==> src/rtl/cmt_trap_ctrl_pkg.sv <==
// Shared types for the commit-side trap sequencer: error info record,
// pipeline busy indices and the trap FSM state encoding.
package cmt_trap_ctrl_pkg;

  localparam int unsigned XLEN     = 32;
  localparam int unsigned MCAUSE_W = 32;

  localparam int unsigned NUM_PL        = 4;
  localparam int unsigned PL_BUSY_ALU0  = 0;
  localparam int unsigned PL_BUSY_ALU1  = 1;
  localparam int unsigned PL_BUSY_LS    = 2;
  localparam int unsigned PL_BUSY_MULT  = 3;

  typedef struct packed {
    logic [XLEN-1:0]     pc;
    logic [MCAUSE_W-1:0] mcause;
    logic [XLEN-1:0]     mtval;
  } cmt_err_info_t;

  localparam cmt_err_info_t NULL_CMT_ERR_INFO = '0;

  typedef enum logic [1:0] {
    IDLE,
    DRAIN,
    FLUSH,
    REDIRECT
  } trap_state_e;

  // Direct-mode vector: mode bits of mtvec are dropped.
  function automatic logic [XLEN-1:0] trap_target(input logic [XLEN-1:0] mtvec);
    return {mtvec[XLEN-1:2], 2'b00};
  endfunction

endpackage

==> src/rtl/cmt_trap_ctrl.sv <==
// Trap sequencer behind commit: stall issue, drain pipes, flush, write trap
// CSRs and redirect fetch to the trap vector.
module cmt_trap_ctrl
  import cmt_trap_ctrl_pkg::*;
#(
  parameter int unsigned DrainCntW = 8,
  parameter int unsigned TrapCntW  = 16
) (
  input  logic                 clk_i,
  input  logic                 rst_ni,
  input  logic                 cmt_err_i,
  input  cmt_err_info_t        cmt_err_info_i,
  input  logic [NUM_PL-1:0]    pl_busy_i,
  input  logic                 lsu_outstanding_i,
  input  logic [XLEN-1:0]      mtvec_i,
  output logic                 issue_stall_o,
  output logic                 cmt_flush_o,
  output logic                 csr_trap_we_o,
  output logic [XLEN-1:0]      csr_mepc_o,
  output logic [MCAUSE_W-1:0]  csr_mcause_o,
  output logic [XLEN-1:0]      csr_mtval_o,
  output logic                 redir_valid_o,
  output logic [XLEN-1:0]      redir_pc_o,
  input  logic                 redir_ready_i,
  output logic                 drain_timeout_o,
  output logic [TrapCntW-1:0]  trap_cnt_o
);

  trap_state_e          state_q, state_d;
  cmt_err_info_t        info_q;
  logic [XLEN-1:0]      target_q;
  logic [DrainCntW-1:0] drain_cnt_q;
  logic                 timeout_q;
  logic [TrapCntW-1:0]  trap_cnt_q;
  logic                 pl_busy, drained, drain_expire;

  assign pl_busy = pl_busy_i[PL_BUSY_ALU0] | pl_busy_i[PL_BUSY_ALU1] |
                   pl_busy_i[PL_BUSY_LS]   | pl_busy_i[PL_BUSY_MULT];
  assign drained = ~pl_busy & ~lsu_outstanding_i;
  // Fires on the cycle the counter would step to all-ones, so DRAIN lasts
  // exactly 2**DrainCntW-1 cycles when the pipes never drain.
  assign drain_expire = (drain_cnt_q == {{(DrainCntW-1){1'b1}}, 1'b0});

  always_comb begin
    state_d = state_q;
    unique case (state_q)
      IDLE:     if (cmt_err_i) state_d = DRAIN;
      DRAIN:    if (drained || drain_expire) state_d = FLUSH;
      FLUSH:    state_d = REDIRECT;
      REDIRECT: if (redir_ready_i) state_d = IDLE;
      default:  state_d = IDLE;
    endcase
  end

  always_ff @(posedge clk_i or negedge rst_ni) begin
    if (!rst_ni) state_q <= IDLE;
    else         state_q <= state_d;
  end

  always_ff @(posedge clk_i or negedge rst_ni) begin
    if (!rst_ni) begin
      info_q   <= NULL_CMT_ERR_INFO;
      target_q <= '0;
    end else if (state_q == IDLE && cmt_err_i) begin
      info_q   <= cmt_err_info_i;
      target_q <= trap_target(mtvec_i);
    end
  end

  always_ff @(posedge clk_i or negedge rst_ni) begin
    if (!rst_ni) begin
      drain_cnt_q <= '0;
      timeout_q   <= 1'b0;
    end else begin
      if (state_q == DRAIN && state_d == DRAIN) drain_cnt_q <= drain_cnt_q + 1'b1;
      else                                      drain_cnt_q <= '0;
      if (state_q == DRAIN && !drained && drain_expire) timeout_q <= 1'b1;
    end
  end

  always_ff @(posedge clk_i or negedge rst_ni) begin
    if (!rst_ni)                                   trap_cnt_q <= '0;
    else if (state_q == FLUSH && trap_cnt_q != '1) trap_cnt_q <= trap_cnt_q + 1'b1;
  end

  assign issue_stall_o   = (state_q != IDLE);
  assign cmt_flush_o     = (state_q == FLUSH);
  assign csr_trap_we_o   = (state_q == FLUSH);
  assign redir_valid_o   = (state_q == REDIRECT);
  assign redir_pc_o      = target_q;
  assign csr_mepc_o      = info_q.pc;
  assign csr_mcause_o    = info_q.mcause;
  assign csr_mtval_o     = info_q.mtval;
  assign drain_timeout_o = timeout_q;
  assign trap_cnt_o      = trap_cnt_q;

endmodule

==> config.mk <==
export PLATFORM = sky130hd
export DESIGN_NAME = cmt_trap_ctrl
export DESIGN_NICKNAME = d
export VERILOG_FILES = /design/src/rtl/cmt_trap_ctrl_pkg.sv /design/src/rtl/cmt_trap_ctrl.sv
export SDC_FILE = /design/constraint.sdc
export NUM_CORES = 1
export LEC_CHECK = 0
export ABC_AREA = 1
export BUFFER_PORTS_ARGS = -buffer_cell sky130_fd_sc_hd__buf_2
export CAP_MARGIN = 30
export CORE_AREA = 2 2 116 118
export DETAILED_ROUTE_END_ITERATION = 6
export DIE_AREA = 0 0 118 120
export HOLD_SLACK_MARGIN = 0.15
export PLACE_DENSITY = 0.81
export SLEW_MARGIN = 40
export SYNTH_ARGS = -nofsm -noshare
export SYNTH_HDL_FRONTEND = slang
export SYNTH_SLANG_ARGS = --single-unit
==> constraint.sdc <==
create_clock -name clk_i -period 4.7 [get_ports clk_i]
set_input_delay 0.94 -clock clk_i [delete_from_list [all_inputs] [get_ports clk_i]]
set_output_delay 0.94 -clock clk_i [all_outputs]
set_load 0.005 [all_outputs]
==> flow_summary.json <==
{
  "reg2reg_to": "csr_mtval_o[13]",
  "clock_skew_ns": 0.00597,
  "outcome": "completed",
  "cts_resized": 0,
  "avgSynthCellArea_um2": 13.1,
  "synth_compound_area_share_pct": 0.867,
  "yosys_warnings": 0,
  "grt_pass1_wl_mm": 23.5,
  "die_w_um": 118,
  "worst_r2r_path_depth": 4,
  "die-area_um2": 14200,
  "initial_core_util_pct": 47.8,
  "fin_tns_setup_ns": 0,
  "antenna_found_initial": 0,
  "synth_cell_types": 23,
  "drc": 0,
  "hpwl_mm": 11.0,
  "drv_slew": 0,
  "finalCritPeriodShare_pct": 48.1,
  "worstHoldPathType": "in -> async",
  "path_clk_slew_ns": 0.06,
  "worst_slack_ns": 2.44,
  "synth_seq_cells": 153,
  "pre_cts_ws_ns": 2.12,
  "critPathKind": "reg -> out",
  "grt_max_degree": 70,
  "worstPathArrival_ns": 1.32,
  "crit_start": "state_q[1]",
  "clockBufferDepth": 2,
  "grt_use_total_pct": 21.2,
  "post_drt_wl_per_cell_um": 15.6,
  "seq_area_um2": 3830,
  "synthArstFlopShare_pct": 100,
  "drv_cap": 0,
  "io-pin-count": 286,
  "cp_max_fo": 5,
  "power_w": 0.00526,
  "gp_congestion": 0.839,
  "die_y_um": 120,
  "hold_viol": 0,
  "rr_startpoint": "state_q[0]",
  "final_layout_size_suffix_gt1_share_pct": 54.2,
  "min_period_ns": 2.26,
  "insertion_delay_ns": 0.41,
  "synth_fa_ha_area_share_pct": 0.605,
  "cts_setup_buffers": 0,
  "h-tree-depth": 4,
  "final-setup-viol-count": 0,
  "final_antenna_net_count": 0,
  "synth_simple_gate_area_share_pct": 8.89,
  "dr.pass1.iters": 4,
  "grt_pass1_vias": 4938,
  "crit_required_ns": 3.76,
  "antenna_cells": 0,
  "vdd_drop_max_mv": 0.398,
  "rows": 42,
  "critPathCaptureType": "output pin",
  "vias": 4644,
  "synth-xor-area-share_pct": 1.83,
  "hold_buffers": 0,
  "routed_via_density": 4.90,
  "reg2reg_slack_ns": 2.67,
  "synthTopCellsByArea": "dfrtp_1, mux2_2, mux2_1",
  "leakage_nw": 4.20,
  "synth_area_um2": 6210,
  "synth_top_family_by_area": "multiplexers",
  "core_region_area_um2": 13000,
  "overflow": 0,
  "tightest_slew_ns": 0.768,
  "synth-edff-count": 0,
  "rsz0062_at_grt": "no",
  "drt-initial-drc-count": 238,
  "finalWirelength_mm": 14.8,
  "cts-root-buf": "clkbuf_16",
  "clock_sinks": 153,
  "nets": 899,
  "cts_tree": "built",
  "syn_to_final_growth_pct": 34.2,
  "ys.flop_type": "dfrtp_1",
  "portBuffers": 281,
  "multi_input_area_um2": 2190,
  "yosys.area.top_type_share_pct": 61.7,
  "fillers": 970,
  "synth_cells": 473,
  "fmax_mhz": 442,
  "startpoint_type": "flop",
  "synth.largest_area_cell": "dfrtp_1",
  "postLayoutCoreUtil_pct": 64.2,
  "power_density_nw_per_um2": 631,
  "slew_headroom_pct": 48.8,
  "yosysSeqAreaShare_pct": 61.7,
  "synth_mux_area_share_pct": 22.9,
  "numCtsBuffers": 17
}
==> worst max-delay path, cell delays in order, from the launching register on <==
cell and delay (ns):
dfrtp_1 0.41, inv_1 0.10, nor2_2 0.23, buf_2 0.17
==> area by class of cell <==
cell class                      instances  area share [%]
Clock buffer                           20            5.48
Tap cell                              176            2.64
Sequential cell                       153            46.0
Clock inverter                         11            1.47
Timing Repair Buffer                  284            17.4
Multi-Input combinational cell        286            26.3
Inverter                               17           0.766
==> power by group <==
part           internal, W  switching (W)  leakage [nW]
Combinational     0.000964       0.000741          2.07
Sequential         0.00191       0.000315          1.86
Clock             0.000806       0.000524         0.274
Total              0.00368        0.00158          4.20
==> layer usage <==
layer  share of wire [%]  up-vias  GRT usage [%]
li1                    -     2146              -
met4                 2.8        0           8.66
met2                  52      223           37.2
met3                 8.2       31           7.84
met5                   0        -              0
met1                  37     2244           23.2
==> stage by stage <==
| stage | cells | cell area (um2) | hold WS (ns) |
|---|---|---|---|
| final | 947 | 8330 | 0.473 |
| after global routing | 947 | 8330 | 0.499 |
| after CTS | 947 | 8330 | 0.477 |
| after detailed placement | 916 | 7750 | 0.479 |
| after global placement | 916 | 7750 | 0.468 |
| after floorplan | 474 | 6210 | 0.455 |
==> synthesized netlist by cell type, drive strengths merged, types with 3 or more instances <==
master / number
buf: 18
nor2: 32
xor2: 5
inv: 17
mux2: 126
nand3: 10
nand4: 8
xnor2: 8
o21ai: 7
nand2: 83
ha: 3
dfrtp: 153
==> sequential cells by signal, indices dropped and copies added (netlist names) <==
| register | cells |
|---|---|
| drain_timeout_o | 1 |
| csr_mcause_o | 32 |
| csr_mepc_o | 32 |
| state_q | 2 |
| trap_cnt_o | 16 |
| csr_mtval_o | 32 |
| redir_pc_o | 30 |
| drain_cnt_q | 8 |
==> cell usage in the layout, fill, tap and decap left out <==
cell,instances
xor2_1,5
nor2_1,29
mux2_2,97
dfrtp_1,153
clkbuf_1,1
clkbuf_16,17
ha_1,3
nand2_1,82
clkinv_2,3
clkbuf_8,2
nand3_2,1
inv_2,1
bufinv_16,2
nor2_2,3
o21ai_0,6
mux2_1,29
o21bai_1,1
nor3_1,1
nand3_1,9
nand4_1,8
buf_6,1
clkinv_4,1
inv_1,16
inv_6,1
xnor2_1,8
buf_2,280
o21ai_4,1
conb_1,2
buf_4,2
buf_12,1
nand2_4,1
clkinvlp_4,4
==> worst max path at each step <==
stage / end / depth (start not counted)
after floorplan: csr_mcause_o[10] / 4
after global placement: csr_mepc_o[27] / 4
after detailed placement: csr_mtval_o[13] / 4
after CTS: cmt_flush_o / 3
after global routing: csr_trap_we_o / 3
final: csr_trap_we_o / 3
==> kinds of logic (layout without fill, tap and decap cells) <==
kind of cell,count (synthesis),after routing
AO/OA/AOI/OAI,8,8
XOR/XNOR,13,13
adder cells (fa/ha/maj),3,3
buffers and inverters,35,332
flip-flops,153,153
multiplexers,126,126
other,1,2
AND/OR/NAND/NOR,134,134
(Power assumes the default switching activity.)
